## config.mk

```make
export PLATFORM = sky130hd
export DESIGN_NAME = button_debouncer
export DESIGN_NICKNAME = d
export VERILOG_FILES = /design/src/rtl/button_pkg.sv /design/src/rtl/button_debouncer_channel.sv /design/src/rtl/button_debouncer.sv
export SDC_FILE = /design/constraint.sdc
export NUM_CORES = 1
export LEC_CHECK = 0
export CAP_MARGIN = 20
export CORE_AREA = 8 8 83 85
export CTS_BUF_LIST = sky130_fd_sc_hd__clkbuf_4 sky130_fd_sc_hd__clkbuf_8
export CTS_CLUSTER_DIAMETER = 120
export DETAILED_ROUTE_END_ITERATION = 16
export DIE_AREA = 0 0 91 93
export GPL_ROUTABILITY_DRIVEN = 0
export SKIP_CTS_REPAIR_TIMING = 1
export SLEW_MARGIN = 10
export SYNTH_ARGS = -nofsm -noshare
export SYNTH_HDL_FRONTEND = slang
export SYNTH_SLANG_ARGS = --single-unit
```

## constraint.sdc

```tcl
create_clock -name clk -period 2.7 [get_ports clk]
set_clock_uncertainty 0.05 [all_clocks]
set_input_delay 0.54 -clock clk [delete_from_list [all_inputs] [get_ports clk]]
set_output_delay 0.54 -clock clk [all_outputs]
set_load 0.01 [all_outputs]
```

## src/rtl/button_pkg.sv

```systemverilog
// Shared types and defaults for the pushbutton debouncer.
// Optional auto-repeat on the "next" key: define BTN_AUTOREPEAT_EN.
package button_pkg;

    typedef enum logic [1:0] {
        RELEASED     = 2'd0,
        PRESS_PEND   = 2'd1,
        PRESSED      = 2'd2,
        RELEASE_PEND = 2'd3
    } btn_state_t;

    localparam int DEF_DEBOUNCE_CYCLES = 500000;
    localparam int DEF_HOLD_CYCLES     = 25000000;
    localparam int DEF_REPEAT_CYCLES   = 10000000;

    function automatic int max_int(input int a, input int b);
        return (a > b) ? a : b;
    endfunction

endpackage

```

## src/rtl/button_debouncer_channel.sv

```systemverilog
// One key: 2-flop synchronizer, stability counter, debounce FSM.
// Hold/repeat logic exists only when BTN_AUTOREPEAT_EN is defined.
module btn_channel
    import button_pkg::*;
#(
    parameter int DEBOUNCE_CYCLES = DEF_DEBOUNCE_CYCLES,
    parameter int HOLD_CYCLES     = DEF_HOLD_CYCLES,
    parameter int REPEAT_CYCLES   = DEF_REPEAT_CYCLES,
    parameter bit REPEAT_EN       = 1'b0
) (
    input  logic clk,
    input  logic rst,
    input  logic key_n,
    output logic press
);

    localparam int CNT_W = $clog2(DEBOUNCE_CYCLES + 1);

    logic             sync1_q, sync1_d;
    logic             sync2_q, sync2_d;
    logic             stable_q, stable_d;
    logic [CNT_W-1:0] cnt_q, cnt_d;
    btn_state_t       state_q, state_d;
    logic             press_pulse;
    logic             rep_pulse;

    always_comb begin
        sync1_d = key_n;
        sync2_d = sync1_q;
    end

    always_comb begin
        state_d     = state_q;
        cnt_d       = cnt_q;
        stable_d    = stable_q;
        press_pulse = 1'b0;
        case (state_q)
            RELEASED: begin
                if (!sync2_q) begin
                    state_d = PRESS_PEND;
                    cnt_d   = CNT_W'(1);
                end
            end
            PRESS_PEND: begin
                if (sync2_q) begin
                    state_d = RELEASED;
                    cnt_d   = '0;
                end else if (cnt_q == CNT_W'(DEBOUNCE_CYCLES)) begin
                    state_d     = PRESSED;
                    cnt_d       = '0;
                    stable_d    = 1'b0;
                    press_pulse = 1'b1;
                end else begin
                    cnt_d = cnt_q + CNT_W'(1);
                end
            end
            PRESSED: begin
                if (sync2_q) begin
                    state_d = RELEASE_PEND;
                    cnt_d   = CNT_W'(1);
                end
            end
            RELEASE_PEND: begin
                // A bounce back to 0 returns to PRESSED without a new pulse
                if (!sync2_q) begin
                    state_d = PRESSED;
                    cnt_d   = '0;
                end else if (cnt_q == CNT_W'(DEBOUNCE_CYCLES)) begin
                    state_d  = RELEASED;
                    cnt_d    = '0;
                    stable_d = 1'b1;
                end else begin
                    cnt_d = cnt_q + CNT_W'(1);
                end
            end
            default: begin
                state_d  = RELEASED;
                cnt_d    = '0;
                stable_d = 1'b1;
            end
        endcase
    end

    always_ff @(posedge clk) begin
        if (rst) begin
            sync1_q  <= 1'b1;
            sync2_q  <= 1'b1;
            stable_q <= 1'b1;
            cnt_q    <= '0;
            state_q  <= RELEASED;
        end else begin
            sync1_q  <= sync1_d;
            sync2_q  <= sync2_d;
            stable_q <= stable_d;
            cnt_q    <= cnt_d;
            state_q  <= state_d;
        end
    end

`ifdef BTN_AUTOREPEAT_EN
    generate
        if (REPEAT_EN) begin : g_repeat
            localparam int HW =
                $clog2(max_int(HOLD_CYCLES, REPEAT_CYCLES) + 1);

            logic [HW-1:0] hold_q, hold_d;
            logic          phase_q, phase_d;
            logic          fire;

            // phase 0 waits out the hold time, phase 1 paces repeats
            always_comb begin
                hold_d  = '0;
                phase_d = 1'b0;
                fire    = 1'b0;
                if (state_q == PRESSED && !sync2_q) begin
                    if (!phase_q &&
                        hold_q == HW'(HOLD_CYCLES - 1)) begin
                        fire    = 1'b1;
                        phase_d = 1'b1;
                    end else if (phase_q &&
                        hold_q == HW'(REPEAT_CYCLES - 1)) begin
                        fire    = 1'b1;
                        phase_d = 1'b1;
                    end else begin
                        hold_d  = hold_q + HW'(1);
                        phase_d = phase_q;
                    end
                end
            end

            always_ff @(posedge clk) begin
                if (rst) begin
                    hold_q  <= '0;
                    phase_q <= 1'b0;
                end else begin
                    hold_q  <= hold_d;
                    phase_q <= phase_d;
                end
            end

            assign rep_pulse = fire;
        end else begin : g_no_repeat
            assign rep_pulse = 1'b0;
        end
    endgenerate
`else
    assign rep_pulse = 1'b0;
`endif

    assign press = press_pulse | rep_pulse;

endmodule

```

## src/rtl/button_debouncer.sv

```systemverilog
// Debounces the two active-low menu keys into single-cycle pulses.
// Optional auto-repeat on "next" when BTN_AUTOREPEAT_EN is defined.
module button_debouncer
    import button_pkg::*;
#(
    parameter int DEBOUNCE_CYCLES = DEF_DEBOUNCE_CYCLES,
    parameter int HOLD_CYCLES     = DEF_HOLD_CYCLES,
    parameter int REPEAT_CYCLES   = DEF_REPEAT_CYCLES
) (
    input  logic clk,
    input  logic rst,
    input  logic key_next_n,
    input  logic key_select_n,
    output logic button_next,
    output logic button_select
);

    logic next_pulse;
    logic select_pulse;
    logic button_next_q, button_next_d;
    logic button_select_q, button_select_d;

    btn_channel #(
        .DEBOUNCE_CYCLES (DEBOUNCE_CYCLES),
        .HOLD_CYCLES     (HOLD_CYCLES),
        .REPEAT_CYCLES   (REPEAT_CYCLES),
        .REPEAT_EN       (1'b1)
    ) u_next (
        .clk   (clk),
        .rst   (rst),
        .key_n (key_next_n),
        .press (next_pulse)
    );

    btn_channel #(
        .DEBOUNCE_CYCLES (DEBOUNCE_CYCLES),
        .HOLD_CYCLES     (HOLD_CYCLES),
        .REPEAT_CYCLES   (REPEAT_CYCLES),
        .REPEAT_EN       (1'b0)
    ) u_select (
        .clk   (clk),
        .rst   (rst),
        .key_n (key_select_n),
        .press (select_pulse)
    );

    // Select wins a collision; the dropped next pulse is not deferred
    always_comb begin
        button_select_d = select_pulse;
        button_next_d   = next_pulse & ~select_pulse;
    end

    always_ff @(posedge clk) begin
        if (rst) begin
            button_next_q   <= 1'b0;
            button_select_q <= 1'b0;
        end else begin
            button_next_q   <= button_next_d;
            button_select_q <= button_select_d;
        end
    end

    assign button_next   = button_next_q;
    assign button_select = button_select_q;

endmodule

```

## After elaboration in Yosys (flattened, before gate mapping)

Cells that the tools add are included.

| operators by class | value |
|---|---|
| add/sub/neg operators | 2 |
| eq/ne operators | 16 |
| multiplexer cells | 32 |
| bitwise operators | 2 |
| reduce and logical (&&, ||, !) cells | 6 |

Operators with widths:

| operator | count |
|---|---|
| $mux 19 | 10 |
| $pmux 19 s4 | 2 |
| $add 19x1->19 const B | 2 |
| $eq 19x19->1 const B | 2 |
| $mux 2 | 12 |
| $pmux 2 s4 | 2 |
| $eq 2x2->1 const B | 4 |
| $reduce_and 4->1 | 2 |
| $mux 1 | 6 |
| $ne 3x1->1 const B | 2 |
| $ne 3x3->1 const B | 2 |
| $eq 2x1->1 const B | 2 |
| $logic_not 2->1 | 2 |
| $ne 2x1->1 const B | 2 |
| $ne 2x2->1 const B | 2 |
| $reduce_and 2->1 | 2 |
| $and 1x1->1 | 1 |
| $not 1->1 | 1 |

| word-level totals | value |
|---|---|
| flip-flop bits (word level) | 48 |
| input bits | 4 |
| output and inout bits | 2 |
| logic and storage cells | 68 |

## Longest topological paths before layout

| logic depth | value |
|---|---|
| depth after elaboration | 6 |
| depth in mapped cells | 9 |
| mapped depth without buffers | 7 |

## Modules after synthesis

A second synthesis with hierarchy kept.

| second synthesis, totals | value |
|---|---|
| cells, all modules | 301 |
| area total of the unflattened synthesis | 2499.9 µm² |

Modules (own cells, without submodules):

| module | instances | cells an instance | area an instance (µm²) | seq. area each (µm²) |
|---|---|---|---|---|
| btn_channel (u_select) | 1 | 151 | 1224.9 | 460.4 |
| btn_channel (u_next) | 1 | 146 | 1216.2 | 460.4 |
| button_debouncer | 1 | 4 | 58.8 | 40.0 |

## Worst setup path before layout

Ideal clock, no wire load.

| path | value |
|---|---|
| path kind | register to register |
| start point | register u_select.cnt_q[0] |
| end point | register u_select.cnt_q[13] |
| setup time | 0.072 ns |
| arrival | 1.739 ns |
| required time | 2.578 ns |
| setup slack | 0.839 ns |
| cell stages (with the launch flop) | 10 |
| buffers on the path | 2 |
| clock period less this slack | 1.861 ns |
| cell sequence | dfxtp_1 inv_1 ha_1 nor4bb_1 and3_1 a211oi_1 buf_2 buf_4 nand4_1 mux2i_1 |

| on the way | value |
|---|---|
| cells in the longest elaborated chain, start to end | 4 |
| elaborated cells between the ends (all ways) | 6 |
| those cells by class | add/sub (1); eq/ne (1); mux (4) |

RTL lines:

| what | line | text |
|---|---|---|
| start, declared | button_debouncer_channel.sv:22 | `logic [CNT_W-1:0] cnt_q, cnt_d;` |
| start signal, assigned | button_debouncer_channel.sv:95 | `cnt_q <= cnt_d;` |
| $add 19x1->19 / $eq 19x19->1 (equally long branches) | n/a |  |
| $mux 19 (*) | button_debouncer_channel.sv:48, button_debouncer_channel.sv:68 |  |
| $mux 19 (on tied branches) | button_debouncer_channel.sv:65, button_debouncer_channel.sv:45 |  |
| $pmux 19 s4 (*) | button_debouncer_channel.sv:37 | `case (state_q)` |

Every way passes the cells marked *; elsewhere a longest branch is shown, timed or not.
A chain may end at the register's enable or synchronous reset.

## Worst setup path after layout

| path | value |
|---|---|
| start point | register u_select.cnt_q[0] |
| end point | register u_select.cnt_q[6] |

Same word-level chain as after synthesis.

==> reports/results.tsv <==
stage	metric	value	unit
place	dpl_worst_slack	535.4	ps
sta	setup_slack	699.2	ps
setup_path	critical_path_buf_inv_count	2	
logic_synthesis	seq_area_frac_synth	39.24	%
final_layout	syn2layout_area_growth	9.402	%
routing	ant_nets	0	
sta	setup_viol	0	
routing	first_pass_iters	4	
setup_path	crit_type	register to register	
routing	vias	2066	
place	post-place-cells	365	
clock_network	cts_buffer_depth	2	
logic_synthesis	synth_top_area_share	39.24	%
setup_path	arrival	2180	ps
logic_synthesis	yosysWarnings	0	
final_layout	design_area	0.002679	mm²
final_layout	nNetsFinal	305	
setup_path	cp_max_fo	29	
global_routing	grt-ovfl-total	0	
die	rows	28	
setup_path	critPathCaptureType	register	
logic_synthesis	synth_compound_gate_area_share	11.09	%
die	coreArea	0.005675	mm²
routing	drc	0	
logic_synthesis	synth_adder_area_share	2.044	%
sta	maxSlewViolCount	0	
die	die_width	91	µm
setup_path	cp_slowest_cell	dfxtp_1	
final_layout	stdcell_count	373	
routing	dr.first_iter.drc_count	181	
place	port_buffers	5	
clock_network	ctsRootBufferMaster	clkbuf_8	
clock_network	clock_latency	310	ps
routing	drt_wl_total	5000	µm
clock_network	cts_tree	done	
die	die-area	0.008463	mm²
logic_synthesis	syn-num-nets	302	
sta	hold_viol_final	0	
sta	finalCritPeriodShare	74.11	%
setup_path	required	2880	ps
sta	holdWs	369.6	ps
logic_synthesis	synth_top_family_by_area	simple AND/OR/NAND/NOR gates	
routing	via_per_inst	5.539	
hold_path	hold_class	register to register	
logic_synthesis	yosysTopAreaCell	dfxtp_1	
logic_synthesis	netlist_instances	294	
logic_synthesis	syn_avg_cell_area	8.329	µm²
logic_synthesis	ys_types	47	
clock_network	numCtsBuffers	5	
final_layout	antenna-diode-count	0	
run_status	status	finished clean	
logic_synthesis	netlist_area	0.002449	mm²
logic_synthesis	async_reset_ff_share	0	%
sta	setup_tns	0	ps
setup_path	cp_top_family	simple AND/OR/NAND/NOR gates	
global_routing	grt_use_total	12.29	%
pwr	cellLeakagePower	0.8732	nW
sta	tightest_slew	641.1	ps
global_routing	grt_first_pass_wirelength	8652	µm
clock_network	clk_pin_slew	100	ps
setup_path	path_cells	inv_1 > ha_1 > nor4bb_1 > and3_1 > a211oi_2 > buf_4 > nand4_1 > mux2i_1	
global_routing	grt_pass1_vias	1892	
pwr	p_per_area	488.6	mW/mm²
clock_network	h-tree-depth	2	
logic_synthesis	synth_edf_count	0	
final_layout	drive_gt1_share	8.389	%
sta	grt_setup_unrepaired	false	
global_routing	antenna_found_initial	0	
die	io_pins	6	
setup_path	startpoint_type	register	
sta	max_freq	0.4998	GHz
logic_synthesis	synth-xor-area-share	6.081	%
routing	avgRoutedWirePerCell	13.40	µm
logic_synthesis	ys_top_cells_by_area	dfxtp_1 (39%), nand3_1 (5.3%), xnor2_1 (5.0%), mux2i_1 (4.5%), nor2_1 (4.1%)	
pwr	irDropWorstVdd	0.2541	mV
clock_network	cts.sinks	48	
place	placed_area	0.002564	mm²
logic_synthesis	synth-main-ff-cell	dfxtp_1	
sta	min_period	2001	ps
die	initial_utilization	43.14	%
setup_path	cp_slowest_stage_delay	420	ps
logic_synthesis	synth-seq-cells	48	
logic_synthesis	synthMuxAreaShare	4.957	%
flow_run	max-cap-violations	0	
global_routing	grt_max_degree	30	
die	chipHeight	93	µm
sta	relSlewSlack	57.03	%
logic_synthesis	synth-simple-area-share	31.37	%
place	dp_hpwl	3519	µm
placed cells by master, fill, tap and decap left out, types with 3 or more instances in the layout:
cell / count
a211oi_2: 3
mux2i_1: 11
ha_1: 4
nand3_1: 26
inv_1: 15
xnor2_1: 14
o21ai_0: 8
clkbuf_8: 5
or2_2: 4
nand4_1: 16
a21oi_1: 20
dfxtp_1: 48
nor2_1: 27
nor4_1: 4
buf_4: 5
nand2_1: 20
nor3_1: 13
clkdlybuf4s50_1: 5
xor2_1: 3
and3_1: 10
path summary, 6_finish.rpt:
kind | start | end | slack (ps) | cells after the start
max reg2reg | u_select.cnt_q[0] | u_select.cnt_q[6] | 700 | 8
max | u_select.cnt_q[0] | u_select.cnt_q[6] | 700 | 8
min | u_select.sync1_q | u_select.sync2_q | 370 | 1
min reg2reg | u_select.sync1_q | u_select.sync2_q | 370 | 1
synth_stat cells (all sizes together) (3+ instances only):
master / count
clkbuf: 7
o21ai: 9
buf: 7
nor4: 5
mux2i: 11
and3: 11
a211oi: 3
inv: 15
nor3: 14
nand3: 26
nand2: 20
or2: 4
dfxtp: 48
nor2: 27
ha: 4
xor2: 3
nand4: 16
a21oi: 20
xnor2: 14
through the flow:
| step | utilization [%] | power (mW) |
|---|---|---|
| global placement | 45.17 | 0.7848 |
| CTS | 47.20 | 1.328 |
| detailed placement | 45.17 | 0.7852 |
| floorplan | - | 0.7718 |
| finish | 47.20 | 1.309 |
| global route | 47.20 | 1.358 |
power breakdown:
part / switching, mW / total (mW) / internal (mW)
clock: 0.261 / 0.541 / 0.279
sequential: 0.00541 / 0.718 / 0.713
combinational: 0.0309 / 0.0501 / 0.0192
total: 0.298 / 1.31 / 1.01
sequential cells by signal, indices dropped and copies added, names as in the netlist, named ones only:
register          flops
button_next           1
u_select.cnt_q       19
u_select.sync1_q      1
u_select.sync2_q      1
u_next.sync1_q        1
u_next.state_q        1
button_select         1
u_next.cnt_q         19
u_next.sync2_q        1
u_select.state_q      1
metal layers:
| metal | part of all wire, % | track usage [%] |
|---|---|---|
| met4 | 1.3 | 4.911 |
| met5 | 0 | 0 |
| met1 | 48 | 14.44 |
| met2 | 47 | 20.92 |
| met3 | 3.5 | 3.205 |
final cells by class:
type	instances	area (µm²)
clock inverters	3	46.29
multi-input cells	217	1365
well taps	75	93.84
clock buffers	5	68.82
fillers	575	2997
inverters	15	56.30
flip-flops and latches	48	960.9
repair buffers	10	87.58
logic make-up (layout without fill, tap and decap cells):
| logic type | count (synthesis) | count (layout) |
|---|---|---|
| AOI/OAI and AO/OA | 42 | 42 |
| xor gates and xnor gates | 17 | 17 |
| adders and majority gates | 4 | 4 |
| buffers and inverters | 29 | 33 |
| DFF | 48 | 48 |
| muxes | 12 | 12 |
| and+or+nand+nor | 142 | 142 |
No activity file was read; power rests on OpenSTA's default activity.
